===== src/rtl/stream_pkg.sv =====
// Shared types and helpers for the frame/pixel streamers that feed the layer pipeline.
// Holds the streamer FSM encoding and the address-width helper used for parameter defaults.
package stream_pkg;

    typedef enum logic [1:0] {
        IDLE   = 2'd0,
        STREAM = 2'd1,
        DONE   = 2'd2
    } stream_state_t;

    localparam int FIFO_DEPTH = 2;
    localparam int OCC_WIDTH  = 2;

    // Ceiling log2, never below 1 so a degenerate 1-pixel image still gets an address bit.
    function automatic int log2(input int n);
        int r;
        r = 0;
        while ((1 << r) < n) begin
            r++;
        end
        return (r < 1) ? 1 : r;
    endfunction

endpackage


===== src/rtl/image_stream_source_if.sv =====
// Bundle between the image streamer, its frame RAM and the downstream convolutional layer.
// The master side is the streamer; the slave side is the RAM/layer environment.
interface image_stream_source_if #(
    parameter int D_WIDTH    = 8,
    parameter int D_CHANNELS = 1,
    parameter int ADDR_WIDTH = 10
);

    logic                          start;
    logic                          stall;
    logic                          mem_rd_en;
    logic [ADDR_WIDTH-1:0]         mem_addr;
    logic [D_WIDTH*D_CHANNELS-1:0] mem_rd_data;
    logic [D_WIDTH*D_CHANNELS-1:0] pixel_data;
    logic                          pixel_en;
    logic                          busy;
    logic                          frame_done;

    modport master (
        input  start,
        input  stall,
        input  mem_rd_data,
        output mem_rd_en,
        output mem_addr,
        output pixel_data,
        output pixel_en,
        output busy,
        output frame_done
    );

    modport slave (
        output start,
        output stall,
        output mem_rd_data,
        input  mem_rd_en,
        input  mem_addr,
        input  pixel_data,
        input  pixel_en,
        input  busy,
        input  frame_done
    );

endinterface


===== src/rtl/prefetch_fifo2.sv =====
// Two-entry register FIFO absorbing one cycle of RAM read latency under downstream stall.
// Head is always presented; the owner qualifies it with occupancy.
module prefetch_fifo2
    import stream_pkg::*;
#(
    parameter int WIDTH = 8
) (
    input  logic                 clk,
    input  logic                 rst_n,
    input  logic                 clr_i,
    input  logic                 wr_i,
    input  logic [WIDTH-1:0]     wr_data_i,
    input  logic                 rd_i,
    output logic [WIDTH-1:0]     head_o,
    output logic [OCC_WIDTH-1:0] occ_o
);

    logic [WIDTH-1:0]     mem_q [FIFO_DEPTH];
    logic [WIDTH-1:0]     mem_d [FIFO_DEPTH];
    logic                 wr_ptr_q, wr_ptr_d;
    logic                 rd_ptr_q, rd_ptr_d;
    logic [OCC_WIDTH-1:0] occ_q, occ_d;

    always_comb begin
        mem_d    = mem_q;
        wr_ptr_d = wr_ptr_q;
        rd_ptr_d = rd_ptr_q;
        occ_d    = occ_q + OCC_WIDTH'(wr_i) - OCC_WIDTH'(rd_i);
        if (clr_i) begin
            wr_ptr_d = 1'b0;
            rd_ptr_d = 1'b0;
            occ_d    = '0;
        end else begin
            if (wr_i) begin
                mem_d[wr_ptr_q] = wr_data_i;
                wr_ptr_d        = ~wr_ptr_q;
            end
            if (rd_i) begin
                rd_ptr_d = ~rd_ptr_q;
            end
        end
    end

    always_ff @(posedge clk or negedge rst_n) begin
        if (!rst_n) begin
            mem_q[0] <= '0;
            mem_q[1] <= '0;
            wr_ptr_q <= 1'b0;
            rd_ptr_q <= 1'b0;
            occ_q    <= '0;
        end else begin
            mem_q    <= mem_d;
            wr_ptr_q <= wr_ptr_d;
            rd_ptr_q <= rd_ptr_d;
            occ_q    <= occ_d;
        end
    end

    assign head_o = mem_q[rd_ptr_q];
    assign occ_o  = occ_q;

    // The owner's credit scheme must never overfill or drain an empty buffer.
    a_no_overflow: assert property (@(posedge clk) disable iff (!rst_n)
        !(wr_i && !rd_i && !clr_i && (occ_q == 2'd2)));
    a_no_underflow: assert property (@(posedge clk) disable iff (!rst_n)
        !(rd_i && (occ_q == 2'd0)));
    a_occ_range: assert property (@(posedge clk) disable iff (!rst_n)
        occ_q != 2'd3);

endmodule


===== src/rtl/image_stream_source.sv =====
// Raster-order frame streamer: reads one IMAGE_SIZE x IMAGE_SIZE image from a synchronous RAM
// and hands pixels to the first convolutional layer, tolerating downstream stall.
module image_stream_source
    import stream_pkg::*;
#(
    parameter int D_WIDTH    = 8,
    parameter int D_CHANNELS = 1,
    parameter int IMAGE_SIZE = 28,
    parameter int ADDR_WIDTH = log2(IMAGE_SIZE * IMAGE_SIZE)
) (
    input  logic                   clk,
    input  logic                   rst_n,
    image_stream_source_if.master  bus
);

    localparam int PIX_W   = D_WIDTH * D_CHANNELS;
    localparam int NUM_PIX = IMAGE_SIZE * IMAGE_SIZE;
    localparam int CNT_W   = ADDR_WIDTH + 1;
    localparam logic [CNT_W-1:0] NUM_PIX_C  = CNT_W'(NUM_PIX);
    localparam logic [CNT_W-1:0] LAST_PIX_C = CNT_W'(NUM_PIX - 1);

    stream_state_t        state_q, state_d;
    logic [CNT_W-1:0]     rd_cnt_q, rd_cnt_d;
    logic [CNT_W-1:0]     out_cnt_q, out_cnt_d;
    logic                 inflight_q, inflight_d;

    logic                 clr;
    logic                 consume;
    logic                 rd_en;
    logic [2:0]           credit;
    logic [PIX_W-1:0]     head;
    logic [OCC_WIDTH-1:0] occ;

    // Credit counts buffered plus in-flight pixels after this cycle's consume; a read is
    // only issued when its data is guaranteed a free slot on return.
    always_comb begin
        clr     = (state_q == IDLE);
        consume = (occ != '0) && !bus.stall;
        credit  = {1'b0, occ} + {2'b00, inflight_q} - {2'b00, consume};
        rd_en   = (state_q == STREAM) && (rd_cnt_q < NUM_PIX_C) && (credit < 3'd2);
    end

    always_comb begin
        state_d    = state_q;
        rd_cnt_d   = rd_cnt_q + CNT_W'(rd_en);
        out_cnt_d  = out_cnt_q + CNT_W'(consume);
        inflight_d = rd_en;
        case (state_q)
            IDLE: begin
                rd_cnt_d   = '0;
                out_cnt_d  = '0;
                inflight_d = 1'b0;
                if (bus.start) begin
                    state_d = STREAM;
                end
            end
            STREAM: begin
                if (consume && (out_cnt_q == LAST_PIX_C)) begin
                    state_d = DONE;
                end
            end
            DONE: begin
                state_d = IDLE;
            end
            default: begin
                state_d = IDLE;
            end
        endcase
    end

    always_ff @(posedge clk or negedge rst_n) begin
        if (!rst_n) begin
            state_q    <= IDLE;
            rd_cnt_q   <= '0;
            out_cnt_q  <= '0;
            inflight_q <= 1'b0;
        end else begin
            state_q    <= state_d;
            rd_cnt_q   <= rd_cnt_d;
            out_cnt_q  <= out_cnt_d;
            inflight_q <= inflight_d;
        end
    end

    // Returning RAM data is captured unconditionally; the credit check already reserved room.
    prefetch_fifo2 #(
        .WIDTH (PIX_W)
    ) u_fifo (
        .clk       (clk),
        .rst_n     (rst_n),
        .clr_i     (clr),
        .wr_i      (inflight_q),
        .wr_data_i (bus.mem_rd_data),
        .rd_i      (consume),
        .head_o    (head),
        .occ_o     (occ)
    );

    assign bus.mem_rd_en  = rd_en;
    assign bus.mem_addr   = rd_cnt_q[ADDR_WIDTH-1:0];
    assign bus.pixel_en   = consume;
    assign bus.pixel_data = (occ != '0) ? head : '0;
    assign bus.busy       = (state_q != IDLE);
    assign bus.frame_done = (state_q == DONE);

endmodule


===== src/flat_wrapper.sv =====
// flat-port wrapper written by rule: the top's interface ports become plain ports
module image_stream_source_flat import stream_pkg::*;
#(
    parameter int D_WIDTH    = 8,
    parameter int D_CHANNELS = 1,
    parameter int IMAGE_SIZE = 28,
    parameter int ADDR_WIDTH = log2(IMAGE_SIZE * IMAGE_SIZE)
)
  (clk, rst_n, bus_start, bus_stall, bus_mem_rd_data, bus_mem_rd_en, bus_mem_addr, bus_pixel_data, bus_pixel_en, bus_busy, bus_frame_done);
  image_stream_source_if #(.D_WIDTH(D_WIDTH), .D_CHANNELS(D_CHANNELS), .ADDR_WIDTH(ADDR_WIDTH)) bus_i ();
  input  logic clk;
  input  logic rst_n;
  input wire logic [$bits(bus_i.start)-1:0] bus_start;
  input wire logic [$bits(bus_i.stall)-1:0] bus_stall;
  input wire logic [$bits(bus_i.mem_rd_data)-1:0] bus_mem_rd_data;
  output wire logic [$bits(bus_i.mem_rd_en)-1:0] bus_mem_rd_en;
  output wire logic [$bits(bus_i.mem_addr)-1:0] bus_mem_addr;
  output wire logic [$bits(bus_i.pixel_data)-1:0] bus_pixel_data;
  output wire logic [$bits(bus_i.pixel_en)-1:0] bus_pixel_en;
  output wire logic [$bits(bus_i.busy)-1:0] bus_busy;
  output wire logic [$bits(bus_i.frame_done)-1:0] bus_frame_done;
  assign bus_i.start = bus_start;
  assign bus_i.stall = bus_stall;
  assign bus_i.mem_rd_data = bus_mem_rd_data;
  assign bus_mem_rd_en = bus_i.mem_rd_en;
  assign bus_mem_addr = bus_i.mem_addr;
  assign bus_pixel_data = bus_i.pixel_data;
  assign bus_pixel_en = bus_i.pixel_en;
  assign bus_busy = bus_i.busy;
  assign bus_frame_done = bus_i.frame_done;
  image_stream_source #(.D_WIDTH(D_WIDTH), .D_CHANNELS(D_CHANNELS), .IMAGE_SIZE(IMAGE_SIZE), .ADDR_WIDTH(ADDR_WIDTH)) u_core (.clk(clk), .rst_n(rst_n), .bus(bus_i));
endmodule

===== config.mk =====
export PLATFORM = sky130hd
export DESIGN_NAME = image_stream_source_flat
export DESIGN_NICKNAME = d
export VERILOG_FILES = /design/src/rtl/stream_pkg.sv /design/src/rtl/image_stream_source_if.sv /design/src/rtl/prefetch_fifo2.sv /design/src/rtl/image_stream_source.sv /design/src/flat_wrapper.sv
export SDC_FILE = /design/constraint.sdc
export NUM_CORES = 1
export LEC_CHECK = 0
export ABC_CLOCK_PERIOD_IN_PS = 3850
export BUFFER_PORTS_ARGS = -buffer_cell sky130_fd_sc_hd__buf_4
export CAP_MARGIN = 30
export CORE_MARGIN = 1.5
export CORE_UTILIZATION = 28
export CTS_CLUSTER_SIZE = 12
export DETAILED_ROUTE_END_ITERATION = 10
export SLEW_MARGIN = 20
export SYNTH_ARGS = -nofsm -noshare
export SYNTH_HDL_FRONTEND = slang
export SYNTH_SLANG_ARGS = --single-unit

===== constraint.sdc =====
create_clock -name clk -period 3.85 [get_ports clk]
set_input_delay 0.77 -clock clk [delete_from_list [all_inputs] [get_ports clk]]
set_output_delay 0.77 -clock clk [all_outputs]
set_load 0.02 [all_outputs]

==> results of run 1 <==
cells in the mapped netlist (6+ instances only):
cell and n:
inv_1 8, nand3_1 6, nor2_1 21, mux2_2 16, o21ai_0 7, mux2i_1 8
or3_1 8, buf_4 10, dfrtp_1 45, a21oi_1 12
how the worst min path moves through the flow:
| stage | cells past startpoint | endpoint | startpoint |
|---|---|---|---|
| finish | 1 | u_core.u_fifo.mem_q[8]$_DFFE_PN0P_ | rst_n |
| global route | 1 | u_core.rd_cnt_q[5]$_DFF_PN0_ | rst_n |
| CTS | 1 | u_core.rd_cnt_q[8]$_DFF_PN0_ | rst_n |
| detailed placement | 1 | u_core.u_fifo.mem_q[8]$_DFFE_PN0P_ | u_core.u_fifo.mem_q[8]$_DFFE_PN0P_ |
| global placement | 1 | u_core.u_fifo.mem_q[1]$_DFFE_PN0P_ | u_core.u_fifo.mem_q[1]$_DFFE_PN0P_ |
| floorplan | 1 | u_core.state_q[0]$_DFFE_PN0P_ | u_core.state_q[1]$_DFFE_PN0P_ |
state kept, by name, summed over array words and instances, names as in the netlist:
| signal | count |
|---|---|
| u_core.u_fifo.mem_q | 16 |
| u_core.out_cnt_q | 11 |
| u_core.rd_cnt_q | 11 |
| u_core.state_q | 2 |
| u_core.u_fifo.occ_o | 2 |
| u_core.inflight_q | 1 |
| u_core.u_fifo.rd_ptr_q | 1 |
| u_core.u_fifo.wr_ptr_q | 1 |
logic make-up (layout without fill, tap and decap cells):
kind of cell / after synthesis / after routing / share of synthesized area
flops: 45 / 45 / 0.5093
mux: 24 / 24 / 0.1177
buf+inv: 21 / 51 / 0.05320
fa+ha+maj: 6 / 6 / 0.03735
xor+xnor: 10 / 10 / 0.03961
simple gates: 66 / 66 / 0.1743
compound gates: 26 / 26 / 0.06848
power by group through the flow:
stage | Combinational [W] | Sequential (W) | Clock (W)
global placement | 0.000899 | 0.000827 | 0
global route | 0.00101 | 0.000850 | 0.000404
CTS | 0.000925 | 0.000825 | 0.000384
detailed placement | 0.000920 | 0.000832 | 0
finish | 0.000905 | 0.000822 | 0.000367
floorplan | 0.000689 | 0.000773 | 0
area by class of cell:
class,instances,share of cell area
repair buffers,35,0.09990
flip-flops and latches,45,0.4282
clock inverters,1,0.01142
multi-input cells,132,0.3677
well taps,102,0.04853
clock buffers,7,0.03283
inverters,8,0.01142
layer usage:
metal | wire (um) | share of wire | global-route usage
met3 | 117 | 0.027 | 0.02322
met1 | 2001 | 0.47 | 0.1390
met4 | 63 | 0.015 | 0.03846
met5 | 0 | 0 | 0
met2 | 2100 | 0.49 | 0.1895
through the flow:
step	utilization	worst slack, ns	instance area, um^2	std cells
after floorplan	-	0.06369	2211	198
after global placement	0.3270	0.2909	2514	322
after detailed placement	0.3270	0.1493	2514	322
after CTS	0.3421	0.4490	2630	330
after global routing	0.3421	0.2151	2630	330
final	0.3421	0.4356	2630	330
==> reports/qor.csv, run 1 <==
stage;metric;value;unit
detailed_routing;drc;0;
clock_tree;cts_tree;done;
global_route;gr-total-overflow;0;
pwr;ir_drop;257.3;uV
synth;syn_nets;216;
detailed_routing;ant_nets;0;
synth;synth_flop_cell;dfrtp_1;
sta;fin_hold_ws;0.4698;ns
die;die_width;91.86;um
sta;slew_violations;0;
pwr;leakage;1.144;nW
finish;multi_input_area;967.2;um^2
pwr;internal-power;0.001315;W
setup_path;cp_common_cell;ha_1;
finish;seq_area;0.001126;mm^2
synth;synth.yosys.warnings;0;
setup_path;worst-r2r-cell-count;12;
clock_tree;hold_buffers;0;
global_route;grt_pass1_wl;7.472;mm
sta;setup_viol;0;
synth;async_reset_ff_frac;1.000;
setup_path;slowest_stage;fa_1;
setup_path;cp-end-kind;flip-flop;
clock_tree;clock_latency;0.30;ns
synth;netlist.area_leader.share;0.5093;
global_route;grt.total_usage;0.1112;
synth;yosysTopAreaCell;dfrtp_1;
clock_tree;cts_resized;0;
detailed_routing;vias;1538;
synth;ys_types;33;
finish;drive_gt1_frac;0.2807;
setup_path;slowest_delay;0.50;ns
detailed_routing;via_per_inst;4.661;
pwr;power.density;796.7;mW/mm^2
setup_path;crit_path_cell_trace;buf_4 > o21bai_2 > xnor2_1 > ha_1 > inv_1 > fa_1 > nand4bb_1 > nor3_1 > ha_1 > ha_1 > nand3_1 > or4_1 > a21oi_1;
detailed_routing;wl;4.282;mm
setup_path;cp_data_required_time;4.08;ns
global_route;antenna_found_initial;0;
global_route;grt_pass1_vias;1594;
setup_path;crit_buf_inv;2;
setup_path;critPathArrivalTime;3.64;ns
pwr;pwr-share-comb;0.432;
synth;synth_edf_count;0;
flow_run;drv_cap;0;
pwr;power;0.002095;W
synth;yosys-top-cells-area;dfrtp_1 (51%), mux2_2 (8.1%), mux2i_1 (3.6%);
finish;syn_to_final_growth;18.96;%
pwr;switching_share;0.3722;
clock_tree;cts_buffer_depth;2;
pwr;p_switching;0.0007800;W
finish;diodes;0;
clock_tree;cts.clk_slew.worst_paths;0.09;ns
sta;final.period_utilization;0.8869;
pwr;power_frac_seq;0.393;
finish;nFillCells;794;
finish;layout_commonest_cell;dfrtp_1;
detailed_routing;detail_route.iter0.violations;46;
sta;rsz0062_at_grt;no;
finish;layout.nets;245;
die;fp.dieH;91.86;um
clock_tree;cts-buffers-inserted;5;
synth;syn_avg_cell_area;11.17;um^2
pwr;clockPowerShare;0.175;
clock_tree;cts-root-buf;clkbuf_8;
sta;worstMarginPinSlew;0.5740;ns
setup_path;rrSetupSlack;0.58;ns
die;num_rows;32;
status;status;complete, no violations;
synth;ys_seq_area_frac;0.5093;
placement;io_buffers;33;
die;start_util;0.2876;
setup_path;critical_path.top_delay_family;adder cells;
clock_tree;cts_setup_buffers;0;
sta;clock_skew;0.007296;ns
die;coreArea;0.007687;mm^2
setup_path;cp-startpoint;bus_stall;
synth;ys_seq_elements;45;
global_route;grt_max_degree;46;
worst_hold_path;hp-class;in2async;
placement;gp_congestion;0.7229;
die;die_area;0.008438;mm^2
placement;dp_hpwl;2.991;mm
die;io_pins;34;
sta;relSlewSlack;0.6159;
detailed_routing;wl_per_cell;12.98;um
sta;max_freq;0.2929;GHz
finish;final_cell_mix;dfrtp_1 (45), buf_4 (35), nor2_1 (21);
setup_path;worst_r2r_startpoint;u_core.u_fifo.occ_o[1]$_DFF_PN0_;
sta;tns;0;ns
clock_tree;cts_htree_levels;2;
sta;period_needed;3.414;ns
synth;syn_inst;198;
setup_path;crit_end;u_core.rd_cnt_q[10]$_DFF_PN0_;
setup_path;timing.rr.end;u_core.rd_cnt_q[10]$_DFF_PN0_;
setup_path;worst-path-stages;13;
clock_tree;clock_sinks;45;
synth;synth.cell_area;0.002211;mm^2
setup_path;path_max_fanout;7;
setup_path;start_kind;input pin;
setup_path;path_class;in2reg;
detailed_routing;first_pass_iters;4;
sta;finalHoldViolCount;0;
Power figures use the tool's default switching activity.
==> inputs of run 2 (changes only) <==
--- a/config.mk
+++ b/config.mk
@@ -5,6 +5,7 @@
 export SDC_FILE = /design/constraint.sdc
 export NUM_CORES = 1
 export LEC_CHECK = 0
+export ABC_AREA = 1
 export ABC_CLOCK_PERIOD_IN_PS = 3850
 export BUFFER_PORTS_ARGS = -buffer_cell sky130_fd_sc_hd__buf_4
 export CAP_MARGIN = 30
@@ -12,7 +13,7 @@
 export CORE_UTILIZATION = 28
 export CTS_CLUSTER_SIZE = 12
 export DETAILED_ROUTE_END_ITERATION = 10
-export SLEW_MARGIN = 20
+export SLEW_MARGIN = 30
 export SYNTH_ARGS = -nofsm -noshare
 export SYNTH_HDL_FRONTEND = slang
 export SYNTH_SLANG_ARGS = --single-unit
==> reports/qor.csv, run 2 <==
stage;metric;value;unit;change
finish;final_cell_mix;nand2_1 (77), dfrtp_1 (45), nor2_1 (41);;
setup_path;worst_r2r_startpoint;u_core.u_fifo.occ_o[1]$_DFF_PN0_;;
die;num_rows;33;;+3.1%
sta;finalHoldViolCount;0;;unchanged
die;die_width;94.61;um;+3.0%
pwr;power;0.001820;W;-13%
pwr;leakage;1.339;nW;+17%
clock_tree;clock_latency;0.30;ns;about the same
setup_path;slowest_stage;fa_1;;
clock_tree;cts-buffers-inserted;5;;unchanged
setup_path;path_max_fanout;2;;-5
setup_path;critPathArrivalTime;2.50;ns;-1.14 ns
global_route;grt_pass1_wl;8.010;mm;+7.2%
clock_tree;cts_tree;done;;
synth;async_reset_ff_frac;1.000;;unchanged
pwr;p_switching;0.0007473;W;-4.2%
finish;final_util;0.3304;;-0.01170
clock_tree;cts.clk_slew.worst_paths;0.09;ns;about the same
sta;clock_skew;0.008833;ns;+0.001537 ns
global_route;grt_max_degree;46;;unchanged
synth;syn_nets;313;;+45%
finish;regMostFlops;u_core.u_fifo.mem_q;;
synth;yosysMostFrequentCell;nand2_1;;
placement;io_buffers;33;;unchanged
clock_tree;hold_buffers;0;;unchanged
detailed_routing;vias;1904;;+24%
die;start_util;0.2874;;about the same
clock_tree;clock_sinks;45;;unchanged
die;fp.dieH;94.61;um;+3.0%
die;coreArea;0.008175;mm^2;+6.3%
detailed_routing;wl_per_cell;11.06;um;-15%
setup_path;cp-end-kind;output port;;
pwr;clockPowerShare;0.160;;-0.015
clock_tree;cts_setup_buffers;0;;unchanged
global_route;gr-total-overflow;0;;unchanged
flow_run;drv_cap;0;;unchanged
sta;tns;0;ns;unchanged
finish;largest_reg_flops;16;;unchanged
sta;max_freq;0.3059;GHz;+4.5%
placement;dpl_cell_area;0.002618;mm^2;+4.1%
clock_tree;cts_buffer_depth;2;;unchanged
worst_hold_path;hp-class;in2async;;
finish;finalInstanceArea;0.002701;mm^2;+2.7%
setup_path;start_kind;input pin;;
setup_path;path_class;in2out;;
pwr;switching_share;0.4107;;+0.03840
detailed_routing;first_pass_iters;4;;unchanged
pwr;power.density;673.6;mW/mm^2;-15%
setup_path;cp_data_required_time;3.08;ns;-1.00 ns
sta;slew_violations;0;;unchanged
clock_tree;cts_resized;0;;unchanged
sta;relSlewSlack;0.5933;;-0.02260
sta;period_needed;3.269;ns;-0.1456 ns
synth;ys_seq_area_frac;0.4792;;-0.03010
clock_tree;cts_htree_levels;2;;unchanged
pwr;pwr-share-comb;0.433;;about the same
finish;multi_input_area;973.4;um^2;+0.65%
finish;top_regs;u_core.u_fifo.mem_q (16), u_core.out_cnt_q (11), u_core.rd_cnt_q (11);;
sta;rsz0062_at_grt;no;;
synth;ys_seq_elements;45;;unchanged
global_route;grt_pass1_vias;1729;;+8.5%
synth;synth_common_cells;nand2_1 (77), dfrtp_1 (45), nor2_1 (41);;
finish;nFillCells;865;;+8.9%
detailed_routing;via_per_inst;4.469;;-4.1%
synth;ys_types;26;;-21%
setup_path;cp-startpoint;bus_stall;;
setup_path;crit_path_cell_trace;buf_4 > o21bai_1 > xor2_1 > ha_1 > inv_1 > fa_1 > nand2_1 > nor2_1 > nand2_1 > a21oi_1 > buf_4;;
synth;yosysTopAreaCell;dfrtp_1;;
synth;synth_edf_count;0;;unchanged
finish;layout_commonest_cell;nand2_1;;
finish;syn_to_final_growth;14.96;%;
die;io_pins;34;;unchanged
sta;setup_viol;0;;unchanged
synth;synth.yosys.warnings;0;;unchanged
synth;syn_avg_cell_area;7.965;um^2;-29%
detailed_routing;wl;4.710;mm;+10%
synth;synth_flop_cell;dfrtp_1;;
synth;netlist.area_leader.share;0.4792;;-0.03010
sta;worstMarginPinSlew;0.6078;ns;+0.03377 ns
pwr;ir_drop;190.4;uV;-26%
setup_path;slowest_delay;0.51;ns;about the same
detailed_routing;ant_nets;0;;unchanged
finish;drive_gt1_frac;0.1807;;-0.1000
synth;yosys-top-cells-area;dfrtp_1 (48%), nand2_1 (12%), nor2_1 (6.5%);;
detailed_routing;drc;0;;unchanged
pwr;power_frac_seq;0.407;;+0.014
pwr;internal-power;0.001072;W;-18%
placement;dp_hpwl;3.352;mm;+12%
finish;diodes;0;;unchanged
synth;synth.cell_area;0.002350;mm^2;+6.3%
synth;syn_inst;295;;+49%
status;status;complete, no violations;;
finish;seq_area;0.001126;mm^2;unchanged
clock_tree;cts-root-buf;clkbuf_8;;
global_route;antenna_found_initial;0;;unchanged
detailed_routing;detail_route.iter0.violations;80;;+74%
placement;gp_congestion;0.8028;;+11%
global_route;grt.total_usage;0.1148;;+0.003640
finish;layout.nets;338;;+38%
sta;final.period_utilization;0.8490;;-0.03782
die;die_area;0.008950;mm^2;+6.1%
==> run 2: cell types whose count changed in the layout (fill, tap and decap cells not counted), moves of 9 or more <==
| cell | previous run | this run |
|---|---|---|
| nor2_1 | 21 | 41 |
| mux2_2 | 16 | 0 |
| inv_1 | 8 | 32 |
| nand2_1 | 4 | 77 |
| o21ai_0 | 7 | 16 |
| a21oi_1 | 12 | 24 |
==> run 2: final timing paths <==
kind                                                             to  slack, ns  cells after the start
worst max-delay path                                  bus_mem_rd_en       0.58                     11
worst min-delay path                  u_core.rd_cnt_q[10]$_DFF_PN0_       0.46                      1
worst max register to register         u_core.rd_cnt_q[8]$_DFF_PN0_       0.73                     17
worst min register to register  u_core.u_fifo.mem_q[11]$_DFFE_PN0P_       0.49                      2
max in group asynchronous             u_core.out_cnt_q[9]$_DFF_PN0_       3.01                      1
min in group clk                u_core.u_fifo.mem_q[11]$_DFFE_PN0P_       0.49                      2
==> run 2: metrics by stage <==
step | worst slack [ns] | hold WS, ns | cells
finish | 0.5812 | 0.4563 | 426
global placement | 0.4623 | 0.4655 | 418
floorplan | 0.3249 | 0.4529 | 295
CTS | 0.5777 | 0.4822 | 426
global route | 0.3416 | 0.5058 | 426
detailed placement | 0.3583 | 0.4693 | 418
==> run 2: cell families after synthesis <==
logic type,share of synthesized area
adder cells (fa/ha/maj),0.03514
AO/OA/AOI/OAI,0.1209
flip-flops,0.4792
AND/OR/NAND/NOR,0.2545
buffers and inverters,0.1065
XOR/XNOR,0.003728
==> run 2: cell type report <==
type	count	area share
Sequential cell	45	0.4169
Timing Repair Buffer	34	0.09449
Clock buffer	7	0.02825
Clock inverter	1	0.002779
Multi-Input combinational cell	199	0.3604
Inverter	35	0.04863
Tap cell	105	0.04863
==> run 2: power groups by stage <==
stage / Clock [W] / Combinational [W] / Sequential [W]
floorplan: 0 / 0.000594 / 0.000708
global placement: 0 / 0.000781 / 0.000745
detailed placement: 0 / 0.000798 / 0.000751
CTS: 0.000303 / 0.000801 / 0.000742
global route: 0.000318 / 0.000909 / 0.000765
finish: 0.000292 / 0.000787 / 0.000741
==> run 2: layer usage <==
metal / vias to the layer above / GRT usage / routed length (um)
li1: 970 / - / -
met4: 0 / 0.05597 / 99
met1: 900 / 0.1490 / 2214
met2: 25 / 0.1857 / 2251
met3: 9 / 0.01771 / 144
met5: - / 0 / 0
==> run 2: critical path, delay by kind of cell <==
| kind | cells | cell delay [ns] |
|---|---|---|
| adders and majority gates | 2 | 0.67 |
| AOI/OAI and AO/OA | 2 | 0.34 |
| buffers and inverters | 3 | 0.34 |
| and+or+nand+nor | 3 | 0.22 |
| xor gates and xnor gates | 1 | 0.15 |
